--- src/rtl/bus_to_bb_addr_pkg.sv ---
// ---------------------------------------------------------------------------
// bus_to_bb_addr_pkg
// Shared definitions for the serial-bus-address to bridge-address
// deserialiser: FSM state encoding and default width constants.
// Optional feature macro used by this block: ADDR_RANGE_CHECK_EN.
// ---------------------------------------------------------------------------
package bus_to_bb_addr_pkg;

    localparam int DEF_BB_ADDR_WIDTH      = 12;
    localparam int DEF_BUS_ADDR_WIDTH     = 16;
    localparam int DEF_BUS_MEM_ADDR_WIDTH = 12;

    typedef enum logic [1:0] {
        ST_IDLE = 2'd0,
        ST_RECV = 2'd1,
        ST_HOLD = 2'd2
    } state_e;

endpackage : bus_to_bb_addr_pkg

--- src/rtl/bus_to_bb_addr_if.sv ---
// ---------------------------------------------------------------------------
// bus_to_bb_addr_if
// Groups the serial address input channel and the bridge-side output slice.
//   addr_in / addr_in_valid / addr_in_ready : serial address bits, LSB first
//   bb_addr / bb_valid / bb_ready / addr_err : reconstructed bridge address
// Modports:
//   slave  : the deserialiser (consumes serial bits, produces bb_*)
//   master : the environment (drives serial bits and bb_ready)
// ---------------------------------------------------------------------------
interface bus_to_bb_addr_if #(
    parameter int BB_ADDR_WIDTH = bus_to_bb_addr_pkg::DEF_BB_ADDR_WIDTH
);

    logic                     addr_in;
    logic                     addr_in_valid;
    logic                     addr_in_ready;
    logic [BB_ADDR_WIDTH-1:0] bb_addr;
    logic                     bb_valid;
    logic                     bb_ready;
    logic                     addr_err;

    modport slave (
        input  addr_in,
        input  addr_in_valid,
        input  bb_ready,
        output addr_in_ready,
        output bb_addr,
        output bb_valid,
        output addr_err
    );

    modport master (
        output addr_in,
        output addr_in_valid,
        output bb_ready,
        input  addr_in_ready,
        input  bb_addr,
        input  bb_valid,
        input  addr_err
    );

endinterface : bus_to_bb_addr_if

--- src/rtl/bus_addr_shift_rx.sv ---
// ---------------------------------------------------------------------------
// bus_addr_shift_rx
// LSB-first shift register plus bit counter for one serial address frame.
// Ports:
//   clk, rstn  : clock, synchronous active-low reset
//   bit_i      : serial bit presented this cycle
//   beat_i     : bit_i is accepted on this edge
//   word_o     : the frame word as it will be after this cycle's shift
//   done_o     : this beat carries the final bit of the frame
// Only BUS_ADDR_WIDTH-1 bits are stored: the final bit never needs a flop
// because the consumer loads word_o on the same edge that accepts it.
// ---------------------------------------------------------------------------
module bus_addr_shift_rx
    import bus_to_bb_addr_pkg::*;
#(
    parameter  int BUS_ADDR_WIDTH = DEF_BUS_ADDR_WIDTH,
    localparam int CNT_W          = $clog2(BUS_ADDR_WIDTH)
) (
    input  logic                      clk,
    input  logic                      rstn,
    input  logic                      bit_i,
    input  logic                      beat_i,
    output logic [BUS_ADDR_WIDTH-1:0] word_o,
    output logic                      done_o
);

    localparam logic [CNT_W-1:0] LAST_CNT = CNT_W'(BUS_ADDR_WIDTH - 1);

    logic [BUS_ADDR_WIDTH-2:0] sr_q;
    logic [BUS_ADDR_WIDTH-2:0] sr_d;
    logic [CNT_W-1:0]          cnt_q;
    logic [CNT_W-1:0]          cnt_d;

    assign word_o = {bit_i, sr_q};
    assign done_o = beat_i & (cnt_q == LAST_CNT);

    // Next shift-register and bit-count values for an accepted beat.
    always_comb begin
        sr_d  = sr_q;
        cnt_d = cnt_q;
        if (beat_i) begin
            sr_d = word_o[BUS_ADDR_WIDTH-1:1];
            if (done_o) begin
                cnt_d = {CNT_W{1'b0}};
            end else begin
                cnt_d = cnt_q + 1'b1;
            end
        end else begin
            sr_d  = sr_q;
            cnt_d = cnt_q;
        end
    end

    // Shift-register and counter flops; reset discards any partial frame.
    always_ff @(posedge clk) begin
        if (!rstn) begin
            sr_q  <= {(BUS_ADDR_WIDTH-1){1'b0}};
            cnt_q <= {CNT_W{1'b0}};
        end else begin
            sr_q  <= sr_d;
            cnt_q <= cnt_d;
        end
    end

endmodule : bus_addr_shift_rx

--- src/rtl/bus_to_bb_addr.sv ---
// ---------------------------------------------------------------------------
// bus_to_bb_addr
// Deserialises an LSB-first bus address frame and rebuilds the bridge
// address, presenting it on a valid/ready register slice.
// Ports:
//   clk   : clock, rising edge
//   rstn  : synchronous active-low reset
//   bus   : bus_to_bb_addr_if.slave (addr_in/valid/ready in, bb_* out)
// Mapping of final word w:
//   bb_addr[BB-2:0] = w[BB-2:0], bb_addr[BB-1] = w[BUS_MEM_ADDR_WIDTH]
// Optional feature macro: ADDR_RANGE_CHECK_EN -- when defined, addr_err flags
// frames with any set bit outside the mapped fields; otherwise addr_err is 0.
// ---------------------------------------------------------------------------
module bus_to_bb_addr
    import bus_to_bb_addr_pkg::*;
#(
    parameter int BB_ADDR_WIDTH      = DEF_BB_ADDR_WIDTH,
    parameter int BUS_ADDR_WIDTH     = DEF_BUS_ADDR_WIDTH,
    parameter int BUS_MEM_ADDR_WIDTH = DEF_BUS_MEM_ADDR_WIDTH
) (
    input logic             clk,
    input logic             rstn,
    bus_to_bb_addr_if.slave bus
);

    state_e                    state_q;
    state_e                    state_d;
    logic [BB_ADDR_WIDTH-1:0]  bb_addr_q;
    logic [BB_ADDR_WIDTH-1:0]  bb_addr_d;
    logic                      bb_valid_q;
    logic                      bb_valid_d;
    logic                      addr_err_q;
    logic                      addr_err_d;

    logic                      ready_s;
    logic                      beat_s;
    logic                      done_s;
    logic                      range_err_s;
    logic [BUS_ADDR_WIDTH-1:0] word_s;

    // Keep the low bridge bits and move the slave-select bit to the bridge MSB.
    function automatic logic [BB_ADDR_WIDTH-1:0] map_addr(input logic [BUS_ADDR_WIDTH-1:0] w);
        logic [BB_ADDR_WIDTH-1:0] a;
        a                  = {BB_ADDR_WIDTH{1'b0}};
        a[BB_ADDR_WIDTH-2:0] = w[BB_ADDR_WIDTH-2:0];
        a[BB_ADDR_WIDTH-1]   = w[BUS_MEM_ADDR_WIDTH];
        return a;
    endfunction

    // Any set bit at or above BB_ADDR_WIDTH-1, other than the select bit, is lost.
    function automatic logic out_of_range(input logic [BUS_ADDR_WIDTH-1:0] w);
        logic e;
        e = 1'b0;
        for (int i = BB_ADDR_WIDTH - 1; i < BUS_ADDR_WIDTH; i++) begin
            if (i != BUS_MEM_ADDR_WIDTH) begin
                e = e | w[i];
            end else begin
                e = e;
            end
        end
        return e;
    endfunction

    // Backpressure while a result is held; nothing is accepted during reset.
    assign ready_s = rstn & (state_q != ST_HOLD);
    assign beat_s  = bus.addr_in_valid & ready_s;

    bus_addr_shift_rx #(
        .BUS_ADDR_WIDTH (BUS_ADDR_WIDTH)
    ) u_shift_rx (
        .clk    (clk),
        .rstn   (rstn),
        .bit_i  (bus.addr_in),
        .beat_i (beat_s),
        .word_o (word_s),
        .done_o (done_s)
    );

`ifdef ADDR_RANGE_CHECK_EN
    assign range_err_s = out_of_range(word_s);
`else
    // Range bits are evaluated but intentionally dropped: truncation is silent.
    logic unused_range_s;
    assign unused_range_s = out_of_range(word_s);
    assign range_err_s    = 1'b0;
`endif

    // FSM next state and output-slice loads.
    always_comb begin
        state_d    = state_q;
        bb_addr_d  = bb_addr_q;
        bb_valid_d = bb_valid_q;
        addr_err_d = addr_err_q;
        case (state_q)
            ST_IDLE, ST_RECV: begin
                if (done_s) begin
                    state_d    = ST_HOLD;
                    bb_addr_d  = map_addr(word_s);
                    addr_err_d = range_err_s;
                    bb_valid_d = 1'b1;
                end else if (beat_s) begin
                    state_d = ST_RECV;
                end else begin
                    state_d = state_q;
                end
            end
            ST_HOLD: begin
                if (bus.bb_ready) begin
                    state_d    = ST_IDLE;
                    bb_valid_d = 1'b0;
                end else begin
                    state_d = ST_HOLD;
                end
            end
            default: begin
                state_d    = ST_IDLE;
                bb_valid_d = 1'b0;
            end
        endcase
    end

    // FSM state and registered outputs.
    always_ff @(posedge clk) begin
        if (!rstn) begin
            state_q    <= ST_IDLE;
            bb_addr_q  <= {BB_ADDR_WIDTH{1'b0}};
            bb_valid_q <= 1'b0;
            addr_err_q <= 1'b0;
        end else begin
            state_q    <= state_d;
            bb_addr_q  <= bb_addr_d;
            bb_valid_q <= bb_valid_d;
            addr_err_q <= addr_err_d;
        end
    end

    assign bus.addr_in_ready = ready_s;
    assign bus.bb_addr       = bb_addr_q;
    assign bus.bb_valid      = bb_valid_q;
    assign bus.addr_err      = addr_err_q;

endmodule : bus_to_bb_addr

--- src/flat_wrapper.sv ---
// flat-port wrapper written by rule: the top's interface ports become plain ports
module bus_to_bb_addr_flat import bus_to_bb_addr_pkg::*;
#(
    parameter int BB_ADDR_WIDTH      = DEF_BB_ADDR_WIDTH,
    parameter int BUS_ADDR_WIDTH     = DEF_BUS_ADDR_WIDTH,
    parameter int BUS_MEM_ADDR_WIDTH = DEF_BUS_MEM_ADDR_WIDTH
)
  (clk, rstn, bus_addr_in, bus_addr_in_valid, bus_bb_ready, bus_addr_in_ready, bus_bb_addr, bus_bb_valid, bus_addr_err);
  bus_to_bb_addr_if #(.BB_ADDR_WIDTH(BB_ADDR_WIDTH)) bus_i ();
  input logic clk;
  input logic rstn;
  input wire logic [$bits(bus_i.addr_in)-1:0] bus_addr_in;
  input wire logic [$bits(bus_i.addr_in_valid)-1:0] bus_addr_in_valid;
  input wire logic [$bits(bus_i.bb_ready)-1:0] bus_bb_ready;
  output wire logic [$bits(bus_i.addr_in_ready)-1:0] bus_addr_in_ready;
  output wire logic [$bits(bus_i.bb_addr)-1:0] bus_bb_addr;
  output wire logic [$bits(bus_i.bb_valid)-1:0] bus_bb_valid;
  output wire logic [$bits(bus_i.addr_err)-1:0] bus_addr_err;
  assign bus_i.addr_in = bus_addr_in;
  assign bus_i.addr_in_valid = bus_addr_in_valid;
  assign bus_i.bb_ready = bus_bb_ready;
  assign bus_addr_in_ready = bus_i.addr_in_ready;
  assign bus_bb_addr = bus_i.bb_addr;
  assign bus_bb_valid = bus_i.bb_valid;
  assign bus_addr_err = bus_i.addr_err;
  bus_to_bb_addr #(.BB_ADDR_WIDTH(BB_ADDR_WIDTH), .BUS_ADDR_WIDTH(BUS_ADDR_WIDTH), .BUS_MEM_ADDR_WIDTH(BUS_MEM_ADDR_WIDTH)) u_core (.clk(clk), .rstn(rstn), .bus(bus_i));
endmodule
--- config.mk ---
export PLATFORM = sky130hd
export DESIGN_NAME = bus_to_bb_addr_flat
export DESIGN_NICKNAME = d
export VERILOG_FILES = /design/src/rtl/bus_to_bb_addr_pkg.sv /design/src/rtl/bus_to_bb_addr_if.sv /design/src/rtl/bus_addr_shift_rx.sv /design/src/rtl/bus_to_bb_addr.sv /design/src/flat_wrapper.sv
export SDC_FILE = /design/constraint.sdc
export NUM_CORES = 1
export LEC_CHECK = 0
export BUFFER_PORTS_ARGS = -buffer_cell sky130_fd_sc_hd__buf_2
export CAP_MARGIN = 20
export CORE_MARGIN = 4
export CORE_UTILIZATION = 35
export DETAILED_ROUTE_END_ITERATION = 10
export HOLD_SLACK_MARGIN = 0.15
export SYNTH_ARGS = -nofsm -noshare
export SYNTH_HDL_FRONTEND = slang
export SYNTH_SLANG_ARGS = --single-unit
--- constraint.sdc ---
create_clock -name clk -period 1.7 [get_ports clk]
set_input_delay 0.34 -clock clk [delete_from_list [all_inputs] [get_ports clk]]
set_output_delay 0.34 -clock clk [all_outputs]
set_load 0.005 [all_outputs]
==> out/results.tsv <==
stage	metric	value	unit
die	Die X	70.1	um
setup_path	Cell Chain, Critical Path	nor2b_1 -> buf_4 -> nor2_1 -> buf_2	
synthesis	post-synthesis sequential area ratio	50.4	%
routing	first drt pass iteration count	4	
pwr	combinational share of power	4.2	%
die	die height	70.1	um
worst_hold_path	worst min path class	in2reg	
die	# rows	22	
layout	post-route design area	0.00159	mm2
global_route	first-pass GRT wire length	4270	um
setup_path	CP max-delay cell	dfxtp_1	
clock_tree	hold buffers post-CTS	0	
routing	drt total wl	2460	um
pwr	Psw	0.320	mW
setup_path	critical path endpoint category	output pin	
setup_path	Critical Path AT	1260	ps
worst_hold_path	hold path endpoint	u_core.u_shift_rx.sr_q[14]	
synthesis	YS warnings	0	
synthesis	Synth top area share	50.4	%
layout	fraction of layout cells with a size suffix above 1	19.6	%
pwr	Pint	1.16	mW
timing	Worst-Margin Slew	587	ps
synthesis	Synth Flop Type	dfxtp_1	
synthesis	Area contributors post-synth	dfxtp_1 (50%), mux2i_1 (21%), nand2_1 (8.9%)	
pwr	Sequential Power Share	55.1	%
synthesis	commonest cells in the synthesized netlist	dfxtp_1 (34), nand2_1 (32), mux2i_1 (28)	
synthesis	number of flops mapped to enable cells by yosys	0	
setup_path	Crit Path Category	reg2out	
clock_tree	Root Buffer	clkbuf_8	
worst_hold_path	worst hold path stage count	3	
timing	Slew Limit Fails	0	
clock_tree	H-tree Lvls	2	
setup_path	Top delay family on crit path	flip-flops	
job	max-cap viol count	0	
timing	Hold WS	309	ps
setup_path	FF-to-FF Start	u_core.u_shift_rx.cnt_q[0]	
setup_path	worst reg2reg path depth	5	
place	Post-DP Area	0.00149	mm2
routing	Residual DRC	0	
place	post-DP HPWL	1690	um
status	outcome	finished, final reports clean	
synthesis	async set-reset flop share out of synthesis	0	%
routing	via count	1005	
layout	Area Growth Syn to Fin	17.6	%
pwr	switching share of power	21.7	%
synthesis	#FFs+latches synth	34	
clock_tree	CTS sink cnt	34	
routing	Vias/cell	4.65	
synthesis	Synthesized Nets	151	
worst_hold_path	Hold Crit Start	bus_addr_in	
synthesis	Synth area leader	dfxtp_1	
timing	Post-Route Skew	5.04	ps
global_route	GRT Util Overall	10.9	%
timing	Slew HR	60.7	%
setup_path	Stages on worst setup path	4	
global_route	vias in the first global route	980	
synthesis	most frequent cell after synthesis	dfxtp_1	
pwr	P_leak	0.703	nW
timing	Hold Fails Final Rpt	0	
layout	antenna diode count	0	
setup_path	Largest stage delay, worst path	330	ps
layout	fill count	381	
global_route	initial antenna violation count	0	
die	Ports	20	
global_route	total grt overflow	0	
die	Total Die Area	0.00491	mm2
routing	Avg WL per Cell	11.4	um
die	Core ar.	0.00369	mm2
global_route	largest net degree at the start of global routing	32	
timing	Setup TNS	0	ps
place	I/O Buffers	18	
layout	area of the multi-input gates	557	um2
setup_path	crit path max fanout	8	
clock_tree	clk buf depth	2	
clock_tree	postcts setup bufs	0	
clock_tree	TritonCTS buffer count	5	
clock_tree	CTS clk-pin slew, worst paths	70	ps
setup_path	Startpoint Class	register	
layout	FF/Latch Area	681	um2
clock_tree	worst skew pair latency	280	ps
synthesis	syn avg cell area	9.31	um2
setup_path	WP buf/inv	2	
layout	final cell count without fillers	216	
timing	Period Utilization, post-route	94.3	%
setup_path	Worst EP required	1360	ps
setup_path	Crit Reg-Reg Endpoint	u_core.bus.bb_addr[5]	
layout	final net count	173	
layout	final core occ	43.0	%
timing	RSZ-0062 raised after global routing	false	
setup_path	flop-to-flop setup slack	140	ps
clock_tree	TritonCTS clock tree	built	
pwr	Clock power frac	40.7	%
die	Initial Util	36.6	%
timing	crit path time final	1600	ps
synthesis	Mapped Cells	145	
pwr	worst vdd ir	0.498	mV
timing	final setup violation count	0	
routing	drt first-iter violations	21	
routing	final antenna-violating net count	0	
timing	fmax	624	MHz
pwr	P per Cell Area	930	mW/mm2
place	placed insts	208	
synthesis	cell area after synthesis	0.00135	mm2
place	Placer Congestion	0.760	
synthesis	synth unique cells	24	
-- what timing repair did --
action                     in CTS  in global routing
gates resized for setup         0                  1
hold endpoints to repair        0                  0
setup endpoints to repair       0                  5
-- logic make-up (layout without fill, tap and decap cells) --
kind of cell               after synthesis  in the layout  share of synthesized area (%)
adders and majority gates                1              1                          0.927
and+or+nand+nor                         43             43                           14.0
muxes                                   28             28                           20.8
AOI/OAI and AO/OA                       11             11                           4.91
DFF                                     34             34                           50.4
buffers and inverters                   27             50                           8.71
other                                    1              1                          0.278
-- worst reg2reg max path: stages, from the launching register on --
cell and delay (ps):
dfxtp_1 390, ha_1 230, nand2_1 60, or4_1 430, buf_4 210, mux2i_1 130
-- area by class of cell --
| type | count | share of cell area, % |
|---|---|---|
| clock buffer | 7 | 5.44 |
| clock inverter | 1 | 0.315 |
| inverter | 19 | 4.49 |
| multi-input combinational | 84 | 35.1 |
| sequential | 34 | 42.9 |
| tap | 48 | 3.78 |
| timing repair buffer | 23 | 8.04 |
-- through the flow --
step / setup WS [ps] / total power [mW]
2_1_floorplan: 229 / 0.876
3_3_place_gp: 40.3 / 0.890
3_5_place_dp: -23.2 / 0.893
4_1_cts: 63.8 / 1.50
5_1_grt: 41.6 / 1.55
6_report: 97.3 / 1.48
-- per-layer routing --
metal | vias up | wire length [um] | global-route usage, % | part of all wire (%)
met5 | - | 0 | 0 | 0
met3 | 2 | 150 | 5.18 | 6.1
met4 | 0 | 19 | 4.47 | 0.77
met1 | 476 | 1120 | 12.5 | 45
met2 | 18 | 1170 | 17.2 | 48
li1 | 509 | - | - | -
-- sequential cells by signal, indices dropped and copies added, names as in the netlist --
name and flops:
u_core.bus.bb_addr 12, u_core.bus.bb_valid 1, u_core.state_q 2, u_core.u_shift_rx.cnt_q 4, u_core.u_shift_rx.sr_q 15
-- power groups by stage --
| stage | sequential (mW) | clock (mW) | combinational [mW] |
|---|---|---|---|
| global placement | 0.831 | 0 | 0.0592 |
| global route | 0.814 | 0.669 | 0.0697 |
| floorplan | 0.830 | 0 | 0.0462 |
| detailed placement | 0.832 | 0 | 0.0612 |
| CTS | 0.813 | 0.625 | 0.0617 |
| finish | 0.814 | 0.602 | 0.0615 |
-- cells in the final DEF (no fill, tap or decap), drive strengths merged --
cell type | netlist | final
nor2b | 1 | 1
o22ai | 1 | 1
a21oi | 4 | 4
inv | 19 | 19
buf | 4 | 23
mux2i | 28 | 28
a2111oi | 2 | 2
conb | 1 | 1
nand2b | 1 | 1
ha | 1 | 1
nor2 | 3 | 3
clkbuf | 4 | 7
and3 | 1 | 1
o31ai | 1 | 1
clkinv | 0 | 1
or4 | 4 | 4
dfxtp | 34 | 34
o21ai | 3 | 3
nand2 | 33 | 33
-- how the worst max path moves through the flow --
stage | startpoint | end | slack [ps]
2_1_floorplan | u_core.u_shift_rx.cnt_q[0] | u_core.bus.bb_addr[10] | 230
3_3_place_gp | bus_addr_in_valid | u_core.u_shift_rx.sr_q[8] | 40
3_5_place_dp | bus_addr_in_valid | u_core.u_shift_rx.cnt_q[1] | -20
4_1_cts | u_core.state_q[1] | u_core.u_shift_rx.cnt_q[1] | 60
5_1_grt | u_core.state_q[1] | bus_addr_in_ready | 40
6_report | u_core.state_q[1] | bus_addr_in_ready | 100
(Power assumes the default switching activity.)
